--- src/rtl/bsa_pkg.sv ---
// Shared types and defaults for the bit-serial adder/subtractor.
package bsa_pkg;

   typedef enum logic [1:0] {
      IDLE = 2'b00,
      RUN  = 2'b01,
      DONE = 2'b10
   } state_t;

   localparam int unsigned BSA_DEFAULT_WIDTH = 8;

endpackage

--- src/rtl/serial_fa_cell.sv ---
// Gate-level 1-bit full adder: two half-adder stages plus an OR of their carries.
module serial_fa_cell (
   output logic sum,
   output logic cout,
   input  logic a,
   input  logic b,
   input  logic cin
);

   logic w_ha0_s;
   logic w_ha0_c;
   logic w_ha1_c;

   xor u_ha0_x (w_ha0_s, a, b);
   and u_ha0_a (w_ha0_c, a, b);

   xor u_ha1_x (sum, w_ha0_s, cin);
   and u_ha1_a (w_ha1_c, w_ha0_s, cin);

   or  u_co    (cout, w_ha0_c, w_ha1_c);

endmodule

--- src/rtl/bit_serial_adder.sv ---
// Multi-cycle adder/subtractor: one bit pair per clock, LSB first, through a
// single full-adder cell with the carry held in a flop between bits.
module bit_serial_adder
   import bsa_pkg::*;
#(
   parameter int unsigned WIDTH = BSA_DEFAULT_WIDTH
) (
   input  logic             clk,
   input  logic             rst_n,
   input  logic             in_valid,
   output logic             in_ready,
   input  logic [WIDTH-1:0] a,
   input  logic [WIDTH-1:0] b,
   input  logic             cin,
   input  logic             op_sub,
   output logic             out_valid,
   input  logic             out_ready,
   output logic [WIDTH-1:0] sum,
   output logic             cout,
   output logic             busy
);

   localparam int unsigned     CW       = (WIDTH > 1) ? $clog2(WIDTH) : 1;
   localparam logic [CW-1:0]   CNT_LAST = CW'(WIDTH - 1);

   state_t           r_state;
   logic [WIDTH-1:0] r_a;
   logic [WIDTH-1:0] r_b;
   logic [WIDTH-1:0] r_sum;
   logic             r_carry;
   logic             r_cout;
   logic [CW-1:0]    r_cnt;

   logic             w_fa_sum;
   logic             w_fa_co;

   serial_fa_cell u_fa (
      .sum  (w_fa_sum),
      .cout (w_fa_co),
      .a    (r_a[0]),
      .b    (r_b[0]),
      .cin  (r_carry)
   );

   // Subtraction is a + ~b + ~cin, so the borrow-in becomes an inverted carry-in.
   always_ff @(posedge clk or negedge rst_n) begin
      if (!rst_n) begin
         r_state <= IDLE;
         r_a     <= '0;
         r_b     <= '0;
         r_sum   <= '0;
         r_carry <= 1'b0;
         r_cout  <= 1'b0;
         r_cnt   <= '0;
      end else begin
         case (r_state)
            IDLE: begin
               if (in_valid) begin
                  r_a     <= a;
                  r_b     <= op_sub ? ~b : b;
                  r_carry <= op_sub ? ~cin : cin;
                  r_cnt   <= '0;
                  r_state <= RUN;
               end
            end
            RUN: begin
               r_sum   <= {w_fa_sum, r_sum[WIDTH-1:1]};
               r_a     <= {1'b0, r_a[WIDTH-1:1]};
               r_b     <= {1'b0, r_b[WIDTH-1:1]};
               r_carry <= w_fa_co;
               if (r_cnt == CNT_LAST) begin
                  r_cout  <= w_fa_co;
                  r_state <= DONE;
               end else begin
                  r_cnt <= r_cnt + 1'b1;
               end
            end
            DONE: begin
               if (out_ready) begin
                  r_state <= IDLE;
               end
            end
            default: r_state <= IDLE;
         endcase
      end
   end

   assign in_ready  = (r_state == IDLE);
   assign out_valid = (r_state == DONE);
   assign busy      = (r_state != IDLE);
   assign sum       = r_sum;
   assign cout      = r_cout;

endmodule
--- config.mk ---
export PLATFORM = sky130hd
export DESIGN_NAME = bit_serial_adder
export DESIGN_NICKNAME = d
export VERILOG_FILES = /design/src/rtl/bsa_pkg.sv /design/src/rtl/serial_fa_cell.sv /design/src/rtl/bit_serial_adder.sv
export SDC_FILE = /design/constraint.sdc
export NUM_CORES = 1
export LEC_CHECK = 0
export ABC_AREA = 1
export BUFFER_PORTS_ARGS = -buffer_cell sky130_fd_sc_hd__buf_4
export CAP_MARGIN = 10
export CORE_ASPECT_RATIO = 1.1
export CORE_MARGIN = 2
export CORE_UTILIZATION = 56
export CTS_BUF_LIST = sky130_fd_sc_hd__clkbuf_4 sky130_fd_sc_hd__clkbuf_8
export DETAILED_ROUTE_END_ITERATION = 16
export GPL_ROUTABILITY_DRIVEN = 0
export GPL_TIMING_DRIVEN = 1
export PLACE_DENSITY = 0.9
export SLEW_MARGIN = 20
export SYNTH_ARGS = -nofsm -noshare
export SYNTH_HDL_FRONTEND = slang
export SYNTH_SLANG_ARGS = --single-unit
--- constraint.sdc ---
create_clock -name clk -period 1.6 [get_ports clk]
set_input_delay 0.24 -clock clk [delete_from_list [all_inputs] [get_ports clk]]
set_output_delay 0.24 -clock clk [all_outputs]
set_load 0.005 [all_outputs]
## After elaboration in Yosys (flattened, before gate mapping)

Cells that the tools add are included.

| storage, ports and cells | value |
|---|---|
| register bits after elaboration | 31 |
| latch bits | 0 |
| memory bits (writable) | 0 |
| memory bits (read-only) | 0 |
| memories | 0 |

| operators by class | value |
|---|---|
| add/sub/neg operators | 1 |
| multiply operators | 0 |
| div/mod/pow operators | 0 |
| order comparisons | 0 |
| equal/unequal tests | 7 |
| shifts and indexed selects | 0 |
| multiplexer cells | 15 |
| bitwise gates (word level) | 7 |
| reductions and logical operators | 7 |

Operators with widths:

| kind | number |
|---|---|
| $pmux W8 S2 | 2 |
| $mux W8 | 3 |
| $not A8 Y8 | 1 |
| $mux W2 | 3 |
| $mux W3 | 2 |
| $ne A2 B2 Y1 const B | 3 |
| $pmux W2 S3 | 1 |
| $pmux W3 S2 | 1 |
| $reduce_and A3 Y1 | 2 |
| $reduce_and A2 Y1 | 2 |
| $reduce_bool A2 Y1 | 2 |
| $add A3 B1 Y3 const B | 1 |
| $eq A3 B3 Y1 const B | 1 |
| $and A1 B1 Y1 | 2 |
| $eq A2 B1 Y1 const B | 1 |
| $eq A2 B2 Y1 const B | 1 |
| $logic_not A2 Y1 | 1 |
| $mux W1 | 2 |
| $ne A2 B1 Y1 const B | 1 |
| $pmux W1 S2 | 1 |
| $xor A1 B1 Y1 | 2 |
| $not A1 Y1 | 1 |
| $or A1 B1 Y1 | 1 |

## Longest topological paths before layout

| logic depth | value |
|---|---|
| depth in word-level cells | 4 |
| gate-level depth with buffers | 7 |

## Modules after synthesis

Synthesis repeated with hierarchy kept, for this count alone.

| second synthesis, totals | value |
|---|---|
| cells, all modules | 216 |
| area total of the unflattened synthesis | 1582.8 um^2 |

By module, submodules not included:

| module | instances | cells an instance | area an instance (um^2) |
|---|---|---|---|
| bit_serial_adder | 1 | 215 | 1562.7 |
| serial_fa_cell | 1 | 1 | 20.0 |

## Worst setup path after synthesis

No wires, ideal clock.

| path | value |
|---|---|
| path kind | register to register |
| start | reg r_cnt[0] |
| end | reg r_cnt[0] |
| setup time | 0.118 ns |
| data arrival time | 1.065 ns |
| data required time | 1.482 ns |
| slack | 0.417 ns |
| stages on the path, launching flop included | 7 |
| path buffers | 0 |
| path through | dfrtp_1 -> ha_1 -> ha_1 -> inv_1 -> nand2_1 -> nand3_1 -> nand2_1 |

| on the way | value |
|---|---|
| word-level cells in the longest chain between the ends | 3 |

RTL lines:

| element | RTL line | text |
|---|---|---|
| start, declared | bit_serial_adder.sv:32 | `logic [CW-1:0] r_cnt;` |
| start signal, assigned | bit_serial_adder.sv:75 | `r_cnt <= r_cnt + 1'b1;` |
| $add A3 B1 Y3 or $eq A3 B3 Y1 (tied branches) | bit_serial_adder.sv:75, bit_serial_adder.sv:71 |  |
| $mux W3 or $ne A2 B2 Y1 (tied branches) | -- |  |
| $pmux W3 S2 or $reduce_and A3 Y1 (tied branches) | -- |  |

Parallel ways exist; a longest one is shown, timed or not. The select of a mux whose other input is x is not followed.
A chain may end at the register's enable or synchronous reset.

## Worst setup path after layout

| path | value |
|---|---|
| start | reg r_state[1] |
| end | out busy |

| on the way | value |
|---|---|
| word-level cells in the longest chain between the ends | 1 |

RTL lines:

| element | RTL line | text |
|---|---|---|
| start, declared | bit_serial_adder.sv:26 | `state_t r_state;` |
| start signal, assigned | bit_serial_adder.sv:48 | `r_state <= IDLE;` |
| start signal, assigned | bit_serial_adder.sv:63 | `r_state <= RUN;` |
| start signal, assigned | bit_serial_adder.sv:73 | `r_state <= DONE;` |
| $reduce_bool A2 Y1 | bit_serial_adder.sv:90 | `assign busy = (r_state != IDLE);` |
| end, declared | bit_serial_adder.sv:20 | `output logic busy` |

No other way between the ends.

==> impl_metrics.ini <==
[outcome]
status = complete, no violations

[worst_setup_path]
startpoint = r_state[1]$_DFFE_PN0P_
endpoint = busy
criticalPathCategory = register to output port
cp.required_ns = 1.36
start_kind = register
cp-end-kind = output port
r2r_start = r_state[0]$_DFFE_PN0P_
arrival_ns = 1.24
critPathMaxFanout = 14
reg2regPathDepth = 4
r2r_setup_slack_ns = 0.18
r2r-end = r_a[3]$_DFFE_PN0P_

[route]
dr.pass1.iters = 4
via_per_inst = 5.065
first_iter_violations = 37
vias = 1398
wire_per_inst_um = 11.10
drc = 0
wirelength_um = 3064
ant_nets = 0

[sta]
fin_worst_skew_ns = 0.002569
finalSetupViolCount = 0
drv_slew = 0
max_slew_margin = 0.6879
hold_violations = 0
fin_setup_tns_ns = 0
fmax_mhz = 676.4
rsz0062_at_grt = no
post-route-min-period_ns = 1.478
period_share = 0.9240
worst_slack_ns = 0.1216
tightest_slew_ns = 0.4664

[synth]
ys_seq_elements = 31
netlist_instances = 208
synth-seq-area-share = 0.4863
yosys_warnings = 0
netlist_area_um2 = 1595
synth.net_count = 233
yosysUniqueCellTypes = 17
synth.avg_cell_area_um2 = 7.670

[pwr]
p_per_area_nw_per_um2 = 1639
p_total_uw = 3099
peakVddDrop_mv = 0.9168
p_leak_uw = 0.001090

[min_path]
holdCritPathClass = input port to register

[die]
coreArea_um2 = 2728
rows = 20
fp.dieW_um = 54.89
design.die.area_um2 = 3292
start_util = 0.5849
die_h_um = 59.98
boundaryPins = 34

[global_routing]
track_usage = 0.2222
antenna_found_initial = 0
overflow = 0
grt_max_degree = 32
grt_first_pass_wirelength_um = 5106
grt_pass1_vias = 1216

[placed_design]
dp_cells = 269
numPortBuffers = 33
post-place-ws_ns = 0.2047
post-dp-hpwl_um = 2344
dpl_cell_area_um2 = 1833

[final_layout]
num_antenna_cells = 0
final_common_cell = nand2_1
fin_nets = 269
layout_common_cells = 113 x nand2_1, 35 x buf_4, 31 x dfrtp_1
area_delta_synth_final_pct = 18.51
final_area_um2 = 1891
final_cells = 276
drive_gt1_frac = 0.1975

[cts]
cts_made_buffers = 5
insertion_delay_ns = 0.32
cts_setup_buffers = 0
clock-sinks = 31
ctsLongestPathBuffers = 2
cts_tree = done
clk_pin_slew_ns = 0.08
cts_root_buffer = clkbuf_4
htreeDepth = 2

[run]
drv_cap = 0
kinds of logic after synthesis:
family,synth area share
DFF,0.4863
adders and majority gates,0.02823
xor gates and xnor gates,0.005491
and+or+nand+nor,0.3647
buffers and inverters,0.08627
AOI/OAI and AO/OA,0.02902
routing by layer:
metal  GRT usage  up-vias  share of wire  wire (um)
li1            -      706              -          -
met1      0.2691      640           0.42       1285
met2      0.3486       46           0.49       1511
met3     0.07000        6          0.058        179
met4      0.1185        0          0.028         87
met5           0        -              0          0
Yosys cell counts:
cell type	count	area (um^2)
nor2_4	2	22.52
nand3_1	19	95.09
o21ai_4	1	16.27
dfrtp_1	31	775.7
inv_2	2	7.510
nand2_1	113	424.2
o21ai_0	6	30.03
inv_1	17	63.81
nand4_1	3	18.77
nor2_2	1	6.260
buf_2	2	10.01
nand2_4	1	11.26
buf_6	5	56.30
fa_1	1	20.02
nor2_1	1	3.750
xor2_1	1	8.760
ha_1	2	25.02
power by group:
part | internal, uW | switching, uW
registers | 1110 | 224
clock network | 173 | 231
logic | 578 | 783
worst min-delay path by stage:
| stage | startpoint | to | cells after the start |
|---|---|---|---|
| after global routing | a[7] | r_a[7]$_DFFE_PN0P_ | 3 |
| after floorplan | rst_n | cout$_DFFE_PN0P_ | 0 |
| final | a[7] | r_a[7]$_DFFE_PN0P_ | 3 |
| after CTS | a[7] | r_a[7]$_DFFE_PN0P_ | 3 |
| after global placement | rst_n | r_a[2]$_DFFE_PN0P_ | 1 |
| after detailed placement | rst_n | r_a[2]$_DFFE_PN0P_ | 1 |
critical path: stages (launching register included):
cell and delay, ns:
dfrtp_1 0.45, inv_4 0.18, nand2_1 0.13, buf_4 0.15
layout make-up:
type,instances,area [um^2]
inverter,19,73.82
tap,33,41.29
fill,241,837.1
clock buffer,6,45.04
timing repair buffer,36,272.8
sequential,31,775.7
multi-input combinational,151,681.9
what timing repair did:
action / CTS / global route
gates resized for setup: 0 / 2
endpoints found under the hold margin: 31 / 0
hold buffers: 1 / 0
setup endpoints to repair: 0 / 1
registers in the layout, indices dropped and copies added, names as in the netlist:
name,flops
r_cnt,3
cout,1
r_carry,1
r_b,8
r_state,2
r_a,8
sum,8
per-stage QoR:
stage          utilization  hold slack (ns)
2_1_floorplan            -         -0.05559
3_3_place_gp        0.6720           0.1896
3_5_place_dp        0.6720           0.1886
4_1_cts             0.6922          0.09508
5_1_grt             0.6931           0.1151
6_report            0.6931           0.1111
Power figures use the tool's default switching activity.
